## config.mk

```make
export PLATFORM = sky130hd
export DESIGN_NAME = maze_player_engine
export DESIGN_NICKNAME = d
export VERILOG_FILES = /design/src/rtl/maze_pkg.sv /design/src/rtl/maze_wall_rect.sv /design/src/rtl/maze_player_engine.sv
export SDC_FILE = /design/constraint.sdc
export NUM_CORES = 1
export LEC_CHECK = 0
export CAP_MARGIN = 20
export CORE_ASPECT_RATIO = 0.9
export CORE_MARGIN = 3
export CORE_UTILIZATION = 60
export CTS_CLUSTER_DIAMETER = 60
export DETAILED_ROUTE_END_ITERATION = 8
export PLACE_DENSITY_LB_ADDON = 0.05
export SYNTH_ARGS = -nofsm -noshare
export SYNTH_HDL_FRONTEND = slang
export SYNTH_HIERARCHICAL = 1
export SYNTH_SLANG_ARGS = --single-unit
```

## constraint.sdc

```tcl
create_clock -name pixel_clk -period 12.8 [get_ports pixel_clk]
set_clock_uncertainty 0.2 [all_clocks]
set_input_delay 3.2 -clock pixel_clk [delete_from_list [all_inputs] [get_ports pixel_clk]]
set_output_delay 3.2 -clock pixel_clk [all_outputs]
set_load 0.02 [all_outputs]
```

## src/rtl/maze_pkg.sv

```systemverilog
// maze_pkg: shared constants, state encoding and helpers for the tilt-maze
// player engine.
// Holds the maze geometry, the derived legal-position bounds for the player
// box, the FSM state codes and the per-axis velocity clamp.
package maze_pkg;

  localparam int COLS       = 5;
  localparam int ROWS       = 5;
  localparam int CELL       = 80;
  localparam int WALL_T     = 2;
  localparam int X0         = 120;
  localparam int Y0         = 0;
  localparam int PSIZE      = 20;
  localparam int START_X    = 130;
  localparam int START_Y    = 330;
  localparam int GOAL_C     = 4;
  localparam int GOAL_R     = 0;
  localparam int MAX_SPEED  = 4;
  localparam int TILT_W     = 5;
  localparam int LIVES      = 3;
  localparam int HIT_FRAMES = 30;

  localparam int NCELL   = COLS * ROWS;
  localparam int K_W     = $clog2(NCELL);
  localparam int LIVES_W = $clog2(LIVES + 1);
  localparam int HCNT_W  = $clog2(HIT_FRAMES);

  // Legal range of the box's left/top pixel so that the whole box stays
  // clear of the solid outer border.
  localparam int BX_MIN = X0 + WALL_T;
  localparam int BX_MAX = X0 + COLS * CELL - WALL_T - PSIZE;
  localparam int BY_MIN = Y0 + WALL_T;
  localparam int BY_MAX = Y0 + ROWS * CELL - WALL_T - PSIZE;

  // Range of the box's left/top pixel for the box to lie fully inside the
  // goal cell interior (cell shrunk by one wall thickness on every side).
  localparam int GX_MIN = X0 + GOAL_C * CELL + WALL_T;
  localparam int GX_MAX = X0 + (GOAL_C + 1) * CELL - WALL_T - PSIZE;
  localparam int GY_MIN = Y0 + GOAL_R * CELL + WALL_T;
  localparam int GY_MAX = Y0 + (GOAL_R + 1) * CELL - WALL_T - PSIZE;

  typedef enum logic [2:0] {
    ST_IDLE   = 3'd0,
    ST_PLAY   = 3'd1,
    ST_SCAN   = 3'd2,
    ST_COMMIT = 3'd3,
    ST_HIT    = 3'd4,
    ST_WIN    = 3'd5,
    ST_OVER   = 3'd6
  } state_t;

  // Clamp a signed tilt request to +/-MAX_SPEED, widened to 12-bit signed.
  function automatic logic signed [11:0] clamp_vel(input logic signed [TILT_W-1:0] t);
    int v;
    v = int'(t);
    if (v > MAX_SPEED) begin
      v = MAX_SPEED;
    end else if (v < -MAX_SPEED) begin
      v = -MAX_SPEED;
    end
    return 12'(v);
  endfunction

endpackage

```

## src/rtl/maze_wall_rect.sv

```systemverilog
// maze_wall_rect: combinational overlap test of the candidate player box
// against the bottom-edge (h) and right-edge (v) wall rectangles of cell k.
// Ports:
//   i_k       cell index, k = r*COLS + c
//   i_cand_x  candidate box left pixel (12-bit signed)
//   i_cand_y  candidate box top pixel (12-bit signed)
//   o_h_ovl   box overlaps the bottom-edge wall rectangle of cell k
//   o_v_ovl   box overlaps the right-edge wall rectangle of cell k
// The wall enables are applied by the caller; this block is pure geometry.
module maze_wall_rect
  import maze_pkg::*;
(
  input  logic [K_W-1:0]     i_k,
  input  logic signed [11:0] i_cand_x,
  input  logic signed [11:0] i_cand_y,
  output logic               o_h_ovl,
  output logic               o_v_ovl
);

  always_comb begin
    int c;
    int r;
    int bx;
    int by;
    c  = int'(i_k) % COLS;
    r  = int'(i_k) / COLS;
    bx = int'(i_cand_x);
    by = int'(i_cand_y);
    // Inclusive interval overlap: box [b, b+PSIZE-1] vs wall [lo, hi].
    o_h_ovl = (bx <= X0 + (c + 1) * CELL - 1) &&
              (bx + PSIZE - 1 >= X0 + c * CELL) &&
              (by <= Y0 + (r + 1) * CELL - 1) &&
              (by + PSIZE - 1 >= Y0 + (r + 1) * CELL - WALL_T);
    o_v_ovl = (bx <= X0 + (c + 1) * CELL - 1) &&
              (bx + PSIZE - 1 >= X0 + (c + 1) * CELL - WALL_T) &&
              (by <= Y0 + (r + 1) * CELL - 1) &&
              (by + PSIZE - 1 >= Y0 + r * CELL);
  end

endmodule

```

## src/rtl/maze_player_engine.sv

```systemverilog
// maze_player_engine: frame-rate player motion and collision engine.
// Owns the player box position, lives and game state. On each frame_tick in
// PLAY it latches a candidate position and scans one wall cell per clock,
// then commits the move, a hit, or a win.
// Ports:
//   pixel_clk, reset         clock and asynchronous active-high reset
//   frame_tick               once-per-frame pulse (vertical blank)
//   move_en                  motion enable; velocity forced to 0 when low
//   start, respawn           one-cycle game control pulses
//   tilt_x, tilt_y           signed velocity requests
//   hwall, vwall             per-cell bottom / right wall enables
//   pos_x, pos_y             player box top-left pixel
//   state                    game state code (see maze_pkg::state_t)
//   lives                    remaining lives
//   hit_pulse, win_pulse     one-cycle event pulses
//   busy                     high during the wall scan
//   overrun                  sticky: frame_tick arrived during a scan
module maze_player_engine
  import maze_pkg::*;
(
  input  logic                     pixel_clk,
  input  logic                     reset,
  input  logic                     frame_tick,
  input  logic                     move_en,
  input  logic                     start,
  input  logic                     respawn,
  input  logic signed [TILT_W-1:0] tilt_x,
  input  logic signed [TILT_W-1:0] tilt_y,
  input  logic [NCELL-1:0]         hwall,
  input  logic [NCELL-1:0]         vwall,
  output logic [10:0]              pos_x,
  output logic [10:0]              pos_y,
  output logic [2:0]               state,
  output logic [LIVES_W-1:0]       lives,
  output logic                     hit_pulse,
  output logic                     win_pulse,
  output logic                     busy,
  output logic                     overrun
);

  localparam logic [10:0]         SPAWN_X    = 11'(START_X);
  localparam logic [10:0]         SPAWN_Y    = 11'(START_Y);
  localparam logic [LIVES_W-1:0]  LIVES_INIT = LIVES_W'(LIVES);
  localparam logic [K_W-1:0]      K_LAST     = K_W'(NCELL - 1);
  localparam logic [HCNT_W-1:0]   HCNT_LAST  = HCNT_W'(HIT_FRAMES - 1);

  state_t              r_state;
  logic [10:0]         r_pos_x, r_pos_y;
  logic signed [11:0]  r_cand_x, r_cand_y;
  logic [K_W-1:0]      r_k;
  logic                r_hit;
  logic                r_resp_pend;
  logic [LIVES_W-1:0]  r_lives;
  logic [HCNT_W-1:0]   r_hcnt;
  logic                r_hit_pulse, r_win_pulse, r_busy, r_overrun;

  logic signed [11:0]  w_vel_x, w_vel_y;
  logic                w_h_ovl, w_v_ovl;
  logic                w_border, w_goal, w_scan_hit;

  assign w_vel_x = move_en ? clamp_vel(tilt_x) : 12'sd0;
  assign w_vel_y = move_en ? clamp_vel(tilt_y) : 12'sd0;

  maze_wall_rect u_wall_rect (
    .i_k      (r_k),
    .i_cand_x (r_cand_x),
    .i_cand_y (r_cand_y),
    .o_h_ovl  (w_h_ovl),
    .o_v_ovl  (w_v_ovl)
  );

  // A candidate beyond 2047 wraps negative in 12-bit signed, so the sign bit
  // covers both off-range cases. The range test also rejects any box that
  // would touch or cross the solid outer border.
  always_comb begin
    w_border = r_cand_x[11] || r_cand_y[11] ||
               (int'(r_cand_x) < BX_MIN) || (int'(r_cand_x) > BX_MAX) ||
               (int'(r_cand_y) < BY_MIN) || (int'(r_cand_y) > BY_MAX);
    w_goal   = (int'(r_cand_x) >= GX_MIN) && (int'(r_cand_x) <= GX_MAX) &&
               (int'(r_cand_y) >= GY_MIN) && (int'(r_cand_y) <= GY_MAX);
  end

  assign w_scan_hit = (hwall[r_k] & w_h_ovl) | (vwall[r_k] & w_v_ovl) |
                      ((r_k == K_W'(0)) & w_border);

  always_ff @(posedge pixel_clk or posedge reset) begin
    if (reset) begin
      r_state     <= ST_IDLE;
      r_pos_x     <= SPAWN_X;
      r_pos_y     <= SPAWN_Y;
      r_cand_x    <= '0;
      r_cand_y    <= '0;
      r_k         <= '0;
      r_hit       <= 1'b0;
      r_resp_pend <= 1'b0;
      r_lives     <= LIVES_INIT;
      r_hcnt      <= '0;
      r_hit_pulse <= 1'b0;
      r_win_pulse <= 1'b0;
      r_busy      <= 1'b0;
      r_overrun   <= 1'b0;
    end else begin
      r_hit_pulse <= 1'b0;
      r_win_pulse <= 1'b0;
      case (r_state)
        ST_IDLE: begin
          if (start) begin
            r_pos_x   <= SPAWN_X;
            r_pos_y   <= SPAWN_Y;
            r_lives   <= LIVES_INIT;
            r_overrun <= 1'b0;
            r_state   <= ST_PLAY;
          end
        end
        ST_PLAY: begin
          // A respawn in the same cycle as a tick wins; that frame is skipped.
          if (respawn) begin
            r_pos_x <= SPAWN_X;
            r_pos_y <= SPAWN_Y;
          end else if (frame_tick) begin
            r_cand_x    <= $signed({1'b0, r_pos_x}) + w_vel_x;
            r_cand_y    <= $signed({1'b0, r_pos_y}) + w_vel_y;
            r_k         <= '0;
            r_hit       <= 1'b0;
            r_resp_pend <= 1'b0;
            r_busy      <= 1'b1;
            r_state     <= ST_SCAN;
          end
        end
        ST_SCAN: begin
          r_hit <= r_hit | w_scan_hit;
          if (frame_tick) r_overrun <= 1'b1;
          if (respawn) r_resp_pend <= 1'b1;
          if (r_k == K_LAST) begin
            r_busy  <= 1'b0;
            r_state <= ST_COMMIT;
          end else begin
            r_k <= r_k + K_W'(1);
          end
        end
        ST_COMMIT: begin
          if (r_resp_pend || respawn) begin
            r_pos_x <= SPAWN_X;
            r_pos_y <= SPAWN_Y;
            r_state <= ST_PLAY;
          end else if (r_hit) begin
            r_pos_x     <= SPAWN_X;
            r_pos_y     <= SPAWN_Y;
            r_hit_pulse <= 1'b1;
            r_hcnt      <= '0;
            r_lives     <= (r_lives == '0) ? '0 : r_lives - LIVES_W'(1);
            r_state     <= (r_lives <= LIVES_W'(1)) ? ST_OVER : ST_HIT;
          end else if (w_goal) begin
            r_pos_x     <= r_cand_x[10:0];
            r_pos_y     <= r_cand_y[10:0];
            r_win_pulse <= 1'b1;
            r_state     <= ST_WIN;
          end else begin
            r_pos_x <= r_cand_x[10:0];
            r_pos_y <= r_cand_y[10:0];
            r_state <= ST_PLAY;
          end
        end
        ST_HIT: begin
          if (respawn) begin
            r_pos_x <= SPAWN_X;
            r_pos_y <= SPAWN_Y;
          end
          if (frame_tick) begin
            if (r_hcnt == HCNT_LAST) begin
              r_state <= ST_PLAY;
            end else begin
              r_hcnt <= r_hcnt + HCNT_W'(1);
            end
          end
        end
        ST_WIN, ST_OVER: begin
          if (start) begin
            r_pos_x   <= SPAWN_X;
            r_pos_y   <= SPAWN_Y;
            r_lives   <= LIVES_INIT;
            r_overrun <= 1'b0;
            r_state   <= ST_PLAY;
          end else if (respawn) begin
            r_pos_x <= SPAWN_X;
            r_pos_y <= SPAWN_Y;
          end
        end
        default: r_state <= ST_IDLE;
      endcase
    end
  end

  assign pos_x     = r_pos_x;
  assign pos_y     = r_pos_y;
  assign state     = r_state;
  assign lives     = r_lives;
  assign hit_pulse = r_hit_pulse;
  assign win_pulse = r_win_pulse;
  assign busy      = r_busy;
  assign overrun   = r_overrun;

endmodule

```

==> results.md <==
* Worst Path Max Fanout at 20
* Gate count after technology mapping at 1,830
* Vias at 14,148
* Rows at 52
* Worst EP required at 12.81 ns
* Hold path startpoint: overrun$_DFFE_PP0P_
* Hold depth at 1
* Initial antenna violation count at 3
* Nets at 2,235
* Minimum clock period at 11.77 ns
* GP Congestion at 0.940
* Antenna viol nets, final at 0
* Setup TNS at 0 ns
* DIE WIDTH at 168 um
* First-pass GRT wire length at 64,800 um
* Post-synth ARST share at 100%
* Ports at 97
* RSZ-0062 raised after global routing: false
* R2R cell count at 42
* Slew @ Worst Pin at 1.10 ns
* Clk buf depth at 2
* Register bit count reported by yosys at 67
* Syn-to-layout area delta at 10.8%
* Hold path endpoint: overrun$_DFFE_PP0P_
* Period Utilization, post-route at 92.0%
* Clk slew on worst S/H paths at 0.06 ns
* CTS tree: yes
* R2R Path End: r_hit$_DFFE_PP0P_
* Syn avg cell area at 7.74 um2
* Top FF cell, synth: dfrtp_1
* Synth unique cells at 94
* Synth Area in Compound Gates at 24.1%
* Register area share after synthesis at 11.9%
* Vias in the first global route at 13,426
* Clk_lat worst skew at 0.33 ns
* CP bufs+invs at 3
* Syn Std Cell Area at 0.0142 mm2
* Outcome: finished, final reports clean
* H-tree levels at 3
* Starting DRT DRC Count at 1,110
* Clk root buf: clkbuf_16
* Post-synthesis simple-gate area fraction at 23.6%
* Multiplexer area fraction after synthesis at 3.13%
* Sink Count at 67
* Top cell family by delay on the critical path: simple AND/OR/NAND/NOR gates
* Yosys synthesis warning count at 6
* Die area at 0.0255 mm2
* Starting Density at 62.0%
* Die Y at 152 um
* Relative slew slack at 25.7%
* Most frequent cells in the layout: ha_1 (270), nand2_1 (151), nor2_1 (149)
* Max Cap Viol at 0
* Max incr delay on CP at 0.71 ns
* Hold Crit Class: flop to flop
* Number of synthesized flops with an enable pin at 0
* Final hold vios at 0
* Largest net degree at the start of global routing at 68
* GRT overflow at 0
* R2R Setup Slk at 1.03 ns
* Pre-Repair DR Iteration Count at 9
* Critical Path AT at 11.78 ns
* Area share of fa/ha/maj cells after synthesis at 24.5%
* Final Setup Violations at 0
* Most used cell, CP: ha_1
* Pins Over Slew Limit at 0
* Num CTS Buffers at 9
* Commonest non-fill, non-tap cell in the layout: ha_1
* Combinational family with the most area after synthesis: adder cells
* Crit-path slowest cell: dfrtp_1
* Fmax at 85.0 MHz
* Dpl hpwl at 31,500 um
* CP startpoint kind: flop
* Post-DR wirelength/cell at 17.8 um
* Gr usage total at 30.0%
* DRC Markers at 0
* Fraction of layout cells with a size suffix above 1 at 4.58%
* Critical path type: flop to flop
* Vias per cell at 6.43
* Worst setup EP type: flop
* PortBufs at 96
* Detailed Route WL at 39,100 um
* Synth Area in XOR/XNOR at 8.72%
* Reg-to-reg startpoint: r_k[4]$_DFFE_PP0P_
* Core Area at 0.0228 mm2
state kept, by name (all words and copies together) (netlist names):
| name | count |
|---|---|
| overrun | 1 |
| r_hit | 1 |
| pos_x | 11 |
| busy | 1 |
| state | 3 |
| r_cand_x | 12 |
| win_pulse | 1 |
| r_hcnt | 5 |
| lives | 2 |
| r_resp_pend | 1 |
| pos_y | 11 |
| r_k | 5 |
| hit_pulse | 1 |
| r_cand_y | 12 |
cells in the mapped netlist (36+ instances only):
cell	count	area, um2
nand4_1	36	225
inv_1	76	285
xor2_1	67	587
nor3_1	40	200
o21ai_0	113	566
a21o_1	52	390
clkbuf_1	49	184
a21oi_1	133	666
nand3_1	76	380
xnor2_1	74	648
ha_1	270	3380
nand2_1	151	567
nor2_1	150	563
dfrtp_1	59	1480
worst register-to-register path: cells and delay by family (launching register included):
| family | cells | cell delay (ns) |
|---|---|---|
| and+or+nand+nor | 18 | 4.26 |
| adders and majority gates | 7 | 2.25 |
| buffers and inverters | 3 | 0.64 |
| xor gates and xnor gates | 3 | 0.67 |
| DFF | 1 | 0.71 |
| AOI/OAI and AO/OA | 11 | 2.94 |
layer usage:
metal  vias to the layer above  global-route usage (%)  part of all wire (%)
met1                      6613                    41.0                    46
met3                        77                    3.42                   5.9
met4                         2                    9.61                   3.1
li1                       6975                       -                     -
met2                       481                    50.1                    45
met5                         -                       0                 0.018
kinds of logic (layout without fill, tap and decap cells):
kind of cell,Yosys count,in the layout
compound gates,519,519
xor+xnor,141,141
fa+ha+maj,275,275
buf+inv,139,203
flops,67,67
mux,31,31
other cells,1,9
simple gates,657,657
how the worst max path moves through the flow:
stage / from / to / slack [ns] / cells after the start
5_1_grt: r_k[4]$_DFFE_PP0P_ / r_hit$_DFFE_PP0P_ / 0.05 / 42
2_1_floorplan: r_k[2]$_DFFE_PP0P_ / r_hit$_DFFE_PP0P_ / 2.83 / 46
4_1_cts: r_k[4]$_DFFE_PP0P_ / r_hit$_DFFE_PP0P_ / 1.02 / 42
6_report: r_k[4]$_DFFE_PP0P_ / r_hit$_DFFE_PP0P_ / 1.03 / 42
3_3_place_gp: r_k[4]$_DFFE_PP0P_ / r_hit$_DFFE_PP0P_ / 1.59 / 42
3_5_place_dp: r_k[4]$_DFFE_PP0P_ / r_hit$_DFFE_PP0P_ / 1.06 / 42
final cells by class:
type | instances | area [um2]
diodes | 2 | 5.00
clock buffers | 10 | 229
clock inverters | 6 | 91.3
fillers | 1962 | 7140
inverters | 78 | 293
multi-input cells | 1630 | 12000
flip-flops and latches | 67 | 1690
well taps | 297 | 372
repair buffers | 109 | 1060
per-stage QoR:
stage	util, %	instance area [um2]	setup WS (ns)	cells	hold WS (ns)
2_1_floorplan	-	14200	2.83	1836	0.283
3_3_place_gp	67.3	15400	1.59	2181	0.309
3_5_place_dp	67.3	15400	1.06	2181	0.315
4_1_cts	68.7	15700	1.02	2197	0.335
5_1_grt	68.7	15700	0.0524	2197	0.348
6_report	68.7	15700	1.03	2199	0.329
what timing repair did:
item,CTS,global route
buffers inserted,0,0
hold buffers,0,0
resized for setup,0,1
endpoints found under the setup margin,0,1
Power is not shown: default switching activity piles up to over one toggle a cycle in this logic, so the estimate is an artifact.
